## config.mk

```make
export PLATFORM = sky130hd
export DESIGN_NAME = mc_alu
export DESIGN_NICKNAME = d
export VERILOG_FILES = /design/src/rtl/mc_alu.sv
export SDC_FILE = /design/constraint.sdc
export NUM_CORES = 1
export LEC_CHECK = 0
export BUFFER_PORTS_ARGS = -buffer_cell sky130_fd_sc_hd__buf_2
export CAP_MARGIN = 20
export CELL_PAD_IN_SITES_DETAIL_PLACEMENT = 0
export CELL_PAD_IN_SITES_GLOBAL_PLACEMENT = 2
export CORE_ASPECT_RATIO = 0.75
export CORE_UTILIZATION = 37
export CTS_CLUSTER_DIAMETER = 30
export CTS_CLUSTER_SIZE = 16
export DETAILED_ROUTE_END_ITERATION = 12
export GPL_ROUTABILITY_DRIVEN = 1
export PLACE_DENSITY = 0.79
export SLEW_MARGIN = 20
export SYNTH_ARGS = -nofsm -noshare
export SYNTH_HDL_FRONTEND = slang
export SYNTH_SLANG_ARGS = --single-unit
```

## constraint.sdc

```tcl
create_clock -name clk -period 8.5 [get_ports clk]
set_input_delay 2.55 -clock clk [delete_from_list [all_inputs] [get_ports clk]]
set_output_delay 2.55 -clock clk [all_outputs]
set_load 0.1 [all_outputs]
```

## src/rtl/mc_alu.sv

```systemverilog
// -----------------------------------------------------------------------------
// mc_alu -- multi-cycle ALU with valid/ready handshakes on both sides.
//
// Single-cycle operations (logic, add/sub, set-less-than, shifts) are computed
// combinationally from the request and registered on the accept edge, so the
// result appears one cycle after accept. MUL uses a shift-add loop that
// consumes one multiplier bit per cycle for WIDTH cycles. The result is held
// until it is consumed, and a new request is taken only after that.
//
// Ports
//   clk        : single clock, all state updates on its rising edge
//   reset      : synchronous active-high reset, wins over every other event
//   in_valid   : request valid
//   in_ready   : block is idle and can accept a request (registered)
//   a, b       : operands (b[SHW-1:0] is the shift amount for shifts)
//   f          : 4-bit operation code
//   out_valid  : result valid (registered)
//   out_ready  : consumer takes the result
//   y          : registered result
//   zero       : registered flag, y == 0
//   carry      : registered adder carry-out (ADD/SUB only, else 0)
//   overflow   : registered signed overflow (ADD/SUB only, else 0)
// -----------------------------------------------------------------------------
module mc_alu #(
    parameter int WIDTH = 32,
    parameter int SHW   = $clog2(WIDTH)
) (
    input  logic             clk,
    input  logic             reset,
    input  logic             in_valid,
    output logic             in_ready,
    input  logic [WIDTH-1:0] a,
    input  logic [WIDTH-1:0] b,
    input  logic [3:0]       f,
    output logic             out_valid,
    input  logic             out_ready,
    output logic [WIDTH-1:0] y,
    output logic             zero,
    output logic             carry,
    output logic             overflow
);

    localparam int CW = $clog2(WIDTH);

    localparam logic [3:0] OP_AND  = 4'b0000;
    localparam logic [3:0] OP_OR   = 4'b0001;
    localparam logic [3:0] OP_ADD  = 4'b0010;
    localparam logic [3:0] OP_SLT  = 4'b0011;
    localparam logic [3:0] OP_ANDN = 4'b0100;
    localparam logic [3:0] OP_ORN  = 4'b0101;
    localparam logic [3:0] OP_SUB  = 4'b0110;
    localparam logic [3:0] OP_SLT2 = 4'b0111;
    localparam logic [3:0] OP_SLL  = 4'b1000;
    localparam logic [3:0] OP_SRL  = 4'b1001;
    localparam logic [3:0] OP_SRA  = 4'b1010;
    localparam logic [3:0] OP_SLTU = 4'b1011;
    localparam logic [3:0] OP_MUL  = 4'b1100;

    typedef enum logic [1:0] {
        S_IDLE,
        S_MUL,
        S_DONE
    } state_e;

    state_e            state_q;
    logic              in_ready_q;
    logic              out_valid_q;
    logic [WIDTH-1:0]  y_q;
    logic              zero_q;
    logic              carry_q;
    logic              ovf_q;
    logic [CW-1:0]     cnt_q;

    // Multiplier datapath: shifted multiplicand, shifted multiplier, partial sum.
    logic [WIDTH-1:0]  mul_a_q;
    logic [WIDTH-1:0]  mul_b_q;
    logic [WIDTH-1:0]  acc_q;
    logic [WIDTH-1:0]  acc_d;

    // Single-cycle ALU results, valid while a request is presented.
    logic              adder_inv;
    logic [WIDTH-1:0]  b_x;
    logic [WIDTH:0]    sum_ext;
    logic              add_cout;
    logic              add_ovf;
    logic              slt_bit;
    logic [SHW-1:0]    shamt;
    logic [WIDTH-1:0]  y_d;
    logic              carry_d;
    logic              ovf_d;

    logic              accept;

    assign accept = in_valid & in_ready_q;

    // -------------------------------------------------------------------------
    // Shared adder and single-cycle operation select
    // -------------------------------------------------------------------------
    always_comb begin
        // NOTE: every output of this block gets a default first, so no path
        // through the case below can leave a signal unassigned and infer a latch.
        y_d     = '0;
        carry_d = 1'b0;
        ovf_d   = 1'b0;

        // All compare codes end in 11 and need a subtract; SUB has f[2] set.
        // The reserved 1111 also lands here, but its result is forced to 0.
        adder_inv = f[2] | (f[1:0] == 2'b11);
        b_x       = b ^ {WIDTH{adder_inv}};
        sum_ext   = {1'b0, a} + {1'b0, b_x} + {{WIDTH{1'b0}}, adder_inv};
        add_cout  = sum_ext[WIDTH];
        // Carry into the MSB is recovered from the MSB sum bit.
        add_ovf   = (a[WIDTH-1] ^ b_x[WIDTH-1] ^ sum_ext[WIDTH-1]) ^ add_cout;
        slt_bit   = sum_ext[WIDTH-1] ^ add_ovf;
        shamt     = b[SHW-1:0];

        case (f)
            OP_AND:  y_d = a & b;
            OP_OR:   y_d = a | b;
            OP_ADD,
            OP_SUB: begin
                y_d     = sum_ext[WIDTH-1:0];
                carry_d = add_cout;
                ovf_d   = add_ovf;
            end
            OP_SLT,
            OP_SLT2: y_d = {{(WIDTH-1){1'b0}}, slt_bit};
            OP_ANDN: y_d = a & ~b;
            OP_ORN:  y_d = a | ~b;
            OP_SLL:  y_d = a << shamt;
            OP_SRL:  y_d = a >> shamt;
            OP_SRA:  y_d = $unsigned($signed(a) >>> shamt);
            // A borrow shows up as a missing carry out of a + ~b + 1.
            OP_SLTU: y_d = {{(WIDTH-1){1'b0}}, ~add_cout};
            default: y_d = '0;
        endcase
    end

    // One shift-add step: add the shifted multiplicand when the current
    // multiplier LSB is set. Bits beyond WIDTH fall off, leaving the low product.
    always_comb begin
        acc_d = acc_q;
        if (mul_b_q[0]) begin
            acc_d = acc_q + mul_a_q;
        end
    end

    // -------------------------------------------------------------------------
    // Multiplier datapath registers
    // -------------------------------------------------------------------------
    // NOTE: these registers carry no reset; they are always loaded on accept
    // before they are read, and the FSM decides whether their value is used.
    always_ff @(posedge clk) begin
        if (accept) begin
            mul_a_q <= a;
            mul_b_q <= b;
            acc_q   <= '0;
        end else if (state_q == S_MUL) begin
            mul_a_q <= mul_a_q << 1;
            mul_b_q <= mul_b_q >> 1;
            acc_q   <= acc_d;
        end
    end

    // -------------------------------------------------------------------------
    // Control FSM with registered handshake and result outputs
    // -------------------------------------------------------------------------
    // The opcode need not be stored for MUL: being in S_MUL implies it.
    // NOTE: sequential state uses non-blocking assignments only, so every
    // register samples the pre-edge values regardless of statement order.
    always_ff @(posedge clk) begin
        if (reset) begin
            state_q     <= S_IDLE;
            in_ready_q  <= 1'b1;
            out_valid_q <= 1'b0;
            y_q         <= '0;
            zero_q      <= 1'b1;
            carry_q     <= 1'b0;
            ovf_q       <= 1'b0;
            cnt_q       <= '0;
        end else begin
            case (state_q)
                S_IDLE: begin
                    if (accept) begin
                        in_ready_q <= 1'b0;
                        if (f == OP_MUL) begin
                            state_q <= S_MUL;
                            cnt_q   <= '0;
                        end else begin
                            state_q     <= S_DONE;
                            out_valid_q <= 1'b1;
                            y_q         <= y_d;
                            zero_q      <= (y_d == '0);
                            carry_q     <= carry_d;
                            ovf_q       <= ovf_d;
                        end
                    end
                end
                S_MUL: begin
                    cnt_q <= cnt_q + 1'b1;
                    // The last of WIDTH iterations also writes the result.
                    if (cnt_q == CW'(WIDTH - 1)) begin
                        state_q     <= S_DONE;
                        out_valid_q <= 1'b1;
                        y_q         <= acc_d;
                        zero_q      <= (acc_d == '0);
                        carry_q     <= 1'b0;
                        ovf_q       <= 1'b0;
                    end
                end
                S_DONE: begin
                    // in_ready rises only on the cycle after the consume.
                    if (out_ready) begin
                        state_q     <= S_IDLE;
                        out_valid_q <= 1'b0;
                        in_ready_q  <= 1'b1;
                    end
                end
                default: begin
                    state_q     <= S_IDLE;
                    in_ready_q  <= 1'b1;
                    out_valid_q <= 1'b0;
                end
            endcase
        end
    end

    assign in_ready  = in_ready_q;
    assign out_valid = out_valid_q;
    assign y         = y_q;
    assign zero      = zero_q;
    assign carry     = carry_q;
    assign overflow  = ovf_q;

endmodule
```

==> results of run 1 <==
==> stage by stage <==
stage               instance area [um2]  utilization  hold slack (ps)
floorplan                         15300            -              451
global placement                  16200        0.398              440
detailed placement                16200        0.398              441
CTS                               16800        0.413              449
global route                      16800        0.413              470
finish                            16900        0.413              446
==> where the power goes <==
| group | total (mW) | switching [mW] | internal, mW | leakage (nW) |
|---|---|---|---|---|
| Combinational | 1.13 | 0.774 | 0.351 | 5.06 |
| Clock | 0.784 | 0.340 | 0.444 | 0.298 |
| Sequential | 0.793 | 0.0299 | 0.763 | 1.24 |
| Total | 2.70 | 1.14 | 1.56 | 6.60 |
==> sequential cells by signal, indices dropped and copies added (netlist names) <==
signal     cells
carry          1
mul_a_q       32
y             32
overflow       1
acc_q         32
mul_b_q       32
out_valid      1
state_q        2
zero           1
cnt_q          5
in_ready       1
==> metal layers <==
metal  wire length [um]  GRT usage  share of wire  vias to the layer above
li1                   -          -              -                     7321
met1              35200      0.527           0.46                     8204
met2              29900      0.497           0.39                     1011
met3               8480     0.0933           0.11                      164
met4               2670      0.123          0.035                        0
met5                  0          0              0                        -
==> worst min-delay path by stage <==
| stage | from | end | slack [ps] |
|---|---|---|---|
| finish | y[7] | y[7] | 450 |
| global route | y[7] | y[7] | 470 |
| CTS | y[7] | y[7] | 450 |
| detailed placement | y[7] | y[7] | 440 |
| global placement | y[7] | y[7] | 440 |
| floorplan | acc_q[22] | acc_q[22] | 450 |
==> cell usage in the layout (no fill, tap or decap), types with 54 or more instances in the layout <==
master	Yosys	final
nand2_1	361	359
a21oi_1	183	182
nor2_1	141	140
buf_2	9	107
o21ai_0	93	93
xnor2_1	79	79
dfxtp_1	76	76
ha_1	66	66
edfxtp_1	64	64
mux4_2	54	54
==> worst min-delay path: stages (launching register included) <==
cell	delay (ps)
dfxtp_1	300
nand2_1	50
a21oi_1	50
==> final cells by class <==
class | instances | share of cell area
repair buffers | 147 | 0.0503
clock buffers | 21 | 0.0286
multi-input cells | 1642 | 0.664
diodes | 3 | 0.000445
well taps | 528 | 0.0392
inverters | 25 | 0.00557
clock inverters | 11 | 0.00728
flip-flops and latches | 140 | 0.204
==> cells by family after synthesis <==
logic type | after synthesis | synth area share
flip-flops | 140 | 0.225
AND/OR/NAND/NOR | 744 | 0.220
adder cells (fa/ha/maj) | 77 | 0.0624
buffers and inverters | 184 | 0.0480
XOR/XNOR | 114 | 0.0652
AO/OA/AOI/OAI | 561 | 0.235
multiplexers | 146 | 0.145
==> impl_metrics.yaml, run 1 <==
clock_network:
  clock_path_buffers: 2
  postCtsSetupBuffers: 0
  h-tree-depth: 4
  cts_tree: "done"
  cts_num_sinks: 140
  clk_pin_slew_ps: 70
  cts_inserted_buffers: 17
  worstSkewPairLatency_ps: 460
  cts_resized: 0
  hold_buffers: 0
  cts-root-buf: "clkbuf_16"
drt:
  drt-wirelength-per-cell_um: 30.3
  routed_wl_mm: 76.3
  drc: 0
  num_vias: 16700
  vias_per_cell: 6.63
  firstDrtPassIters: 6
  ant_nets: 0
  drt_iter0_markers: 2089
finish:
  fillers: 4222
  drive_gt1_frac: 0.146
  multi_input_area_um2: 11200
  layout.cells.non_filler: 2517
  regArea_um2: 3440
  area_growth_pct: 10.0
  nets: 2113
die:
  io_pins: 109
  die_x_um: 237
  core-area_um2: 40800
  initial_core_util: 0.376
  row_count: 64
  die_h_um: 178
  die_area_um2: 42200
logic_synthesis:
  yosys-top-cells-count: "nand2_1 (361), a21oi_1 (183), nor2_1 (141)"
  synthCells: 1966
  synth_ff_type: "dfxtp_1"
  syn_area_per_cell_um2: 7.79
  synthDistinctLibCells: 85
  ys_ff_latch: 140
  yosysMostFrequentCell: "nand2_1"
  yosysTopAreaCell: "edfxtp_1"
  seq_area_frac_synth: 0.225
  synth_area_um2: 15300
  synth_edf_count: 64
  synth_top_cells_by_area: "edfxtp_1 (13%), dfxtp_1 (9.9%), nand2_1 (8.8%), mux4_2 (7.9%), a21oi_1 (6.0%)"
  synth_nets: 2106
  async_flop_share: 0
  yosysTopAreaCellShare: 0.125
  ys_warn_count: 0
placed_design:
  io_buffers: 108
  place_congestion: 1.04
  dp_cells: 2482
  dp_hpwl_mm: 57.3
  pre_cts_ws_ps: 1080
critical_path:
  cpPeakStageDelay_ps: 880
  critPathCaptureType: "register"
  critPathLaunch: "f[1]"
  critPathMaxFanout: 19
  cp.depth: 15
  critical-path-top-delay-family: "compound AO/OA/AOI/OAI gates"
  cp-endpoint: "zero"
  crit_chain: "buf_2 -> a21oi_4 -> xnor2_1 -> ha_1 -> nand2_1 -> a2111oi_0 -> or3_1 -> xor2_1 -> a221oi_1 -> o211ai_1 -> nor4_1 -> nand3_1 -> nor4_1 -> nand4_1 -> o211ai_1"
  rr_startpoint: "mul_a_q[0]"
  crit_required_ps: 8890
  cp.arrival_ps: 7490
  r2r_end: "zero"
  worst-path-buf-inv: 1
  r2r_setup_slack_ps: 3930
  worst_r2r_path_depth: 12
  crit_type: "in -> reg"
  cp_slowest_cell: "a2111oi_0"
  start_kind: "input pin"
grt:
  grt_usage: 0.358
  overflow: 0
  grt_pass1_vias: 15200
  grt_max_degree: 70
  antenna_found_initial: 3
  grt_pass1_wl_mm: 109
sta:
  fin_crit_sh: 0.835
  worst_slack_ps: 1400
  worst_slew_pin_slew_ps: 1080
  setup_tns_ps: 0
  clock_skew_ps: 13.4
  period_minus_slack_ps: 7100
  finalSetupViolCount: 0
  relSlewSlack: 0.274
  finalMaxSlewViolations: 0
  rsz0062_at_grt: "no"
  hold_violations: 0
  fmax_ghz: 0.141
flow_run:
  maxCapViolCount: 0
min_path:
  min_path_cells: 2
  hp-class: "reg -> reg"
power_and_ir_drop:
  leakagePower_nw: 6.60
  power.density_nw_per_um2: 160
  vdd_drop_max_mv: 0.145
  power_mw: 2.70
status:
  run_status: "completed"
Power figures use the tool's default switching activity.
==> run 2, diff against run 1 <==
--- a/config.mk
+++ b/config.mk
@@ -10,12 +10,12 @@
 export CELL_PAD_IN_SITES_DETAIL_PLACEMENT = 0
 export CELL_PAD_IN_SITES_GLOBAL_PLACEMENT = 2
 export CORE_ASPECT_RATIO = 0.75
-export CORE_UTILIZATION = 37
+export CORE_UTILIZATION = 34
 export CTS_CLUSTER_DIAMETER = 30
 export CTS_CLUSTER_SIZE = 16
 export DETAILED_ROUTE_END_ITERATION = 12
 export GPL_ROUTABILITY_DRIVEN = 1
-export PLACE_DENSITY = 0.79
+export PLACE_DENSITY = 0.76
 export SLEW_MARGIN = 20
 export SYNTH_ARGS = -nofsm -noshare
 export SYNTH_HDL_FRONTEND = slang
==> constraint.sdc (replaced) <==
create_clock -name clk -period 6 [get_ports clk]
set_input_delay 1.8 -clock clk [delete_from_list [all_inputs] [get_ports clk]]
set_output_delay 1.8 -clock clk [all_outputs]
set_load 0.1 [all_outputs]
==> impl_metrics.yaml, run 2 (same netlist as run 1, synthesis figures left out) <==
sta:
  rsz0062_at_grt: "no"
  hold_violations: 0
  worst_slew_pin_slew_ps: 1040
  finalMaxSlewViolations: 0
  fin_crit_sh: 0.934
  setup_tns_ps: 0
  worst_slack_ps: 398
  finalSetupViolCount: 0
  clock_skew_ps: 21.3
  fmax_ghz: 0.178
  relSlewSlack: 0.304
  period_minus_slack_ps: 5600
power_and_ir_drop:
  power.share.switching: 0.432
  power.density_nw_per_um2: 219
  vdd_drop_max_mv: 0.206
  p_comb_frac: 0.440
  clockPowerShare: 0.268
  leakagePower_nw: 7.03
  power_frac_seq: 0.292
  intPower_mw: 2.19
  p_sw_mw: 1.67
  power_mw: 3.86
placed_design:
  dp_hpwl_mm: 63.7
  io_buffers: 108
  place_congestion: 1.05
  pre_cts_ws_ps: 46.8
  placed_area_um2: 17000
drt:
  num_vias: 17000
  vias_per_cell: 6.39
  met2RoutedLength_mm: 31.7
  met3WireLength_mm: 8.55
  wl_met1_mm: 38.6
  drt_iter0_markers: 2093
  drt-wirelength-per-cell_um: 30.6
  drc: 8
  routed_wl_mm: 81.3
  firstDrtPassIters: 10
  ant_nets: 0
  routed.top_layer: "met5"
die:
  initial_core_util: 0.349
  io_pins: 109
  core-area_um2: 43800
  die_area_um2: 45900
  row_count: 66
  die_x_um: 247
  die_h_um: 186
status:
  violations: "design-rule violations"
  run_status: "complete, but fails checks"
grt:
  overflow: 0
  grt_max_degree: 70
  grt_pass1_wl_mm: 115
  grt_pass1_vias: 15700
  antenna_found_initial: 5
  grt_usage: 0.354
clock_network:
  cts_resized: 0
  cts_inserted_buffers: 17
  worstSkewPairLatency_ps: 460
  postCtsSetupBuffers: 0
  clock_path_buffers: 2
  cts_num_sinks: 140
  cts_tree: "done"
  h-tree-depth: 4
  cts-root-buf: "clkbuf_16"
  clk_pin_slew_ps: 60
  hold_buffers: 0
critical_path:
  start_kind: "input pin"
  cp.arrival_ps: 5980
  cp-endpoint: "zero"
  crit_required_ps: 6380
  worst_r2r_path_depth: 14
  r2r_setup_slack_ps: 1430
  r2r_end: "zero"
  critPathLaunch: "b[0]"
  critPathMaxFanout: 16
  critPathCaptureType: "register"
  crit_type: "in -> reg"
  rr_startpoint: "mul_a_q[0]"
finish:
  design_area_um2: 17600
  nets: 2203
  layout_commonest_cell: "nand2_1"
  layout_common_cells: "nand2_1 (359), a21oi_1 (182), nor2_1 (141)"
  area_growth_pct: 14.8
  drive_gt1_frac: 0.182
flow_run:
  maxCapViolCount: 0
min_path:
  hp-class: "reg -> reg"
==> run 2: worst min path at each step <==
stage,from,end,depth (start not counted)
floorplan,acc_q[22],acc_q[22],2
global placement,y[7],y[7],2
detailed placement,y[10],y[10],2
CTS,y[10],y[10],2
global route,y[30],y[30],2
finish,y[10],y[10],2
==> run 2: critical path, stage by stage <==
cell and delay (ps):
buf_4 210, a211oi_1 450, nor2_1 130, fa_1 460, nand3_1 210, a2111oi_0 210, nor4_1 820, nor4_1 150
nor4_1 280, buf_4 180, nand4_1 90, nor4_1 240, nand3_1 150, nor4_1 320, nand4_1 140, o211ai_1 110
==> run 2: per-layer routing <==
layer  track usage  up-vias
met5             0        -
met4         0.115        2
met3        0.0839      120
met2         0.485      991
met1         0.532     8367
li1              -     7491
==> run 2: power groups by stage <==
stage / Clock [mW] / Sequential, mW / Combinational [mW]
after detailed placement: 0 / 1.15 / 1.64
after global routing: 1.09 / 1.13 / 1.79
after floorplan: 0 / 1.25 / 0.933
final: 1.03 / 1.13 / 1.70
after global placement: 0 / 1.15 / 1.65
after CTS: 1.06 / 1.13 / 1.65
==> run 2: layout make-up <==
class,count,area (um2)
well taps,578,723
repair buffers,237,1590
fillers,4592,26300
multi-input cells,1642,11200
inverters,25,93.8
clock inverters,12,104
flip-flops and latches,140,3440
clock buffers,20,447
diodes,1,2.50
==> run 2: stage by stage <==
stage	hold WS, ps	instances	util
3_5_place_dp	445	2621	0.388
6_report	451	2655	0.401
3_3_place_gp	438	2621	0.388
5_1_grt	481	2654	0.401
4_1_cts	453	2653	0.401
2_1_floorplan	451	1966	-
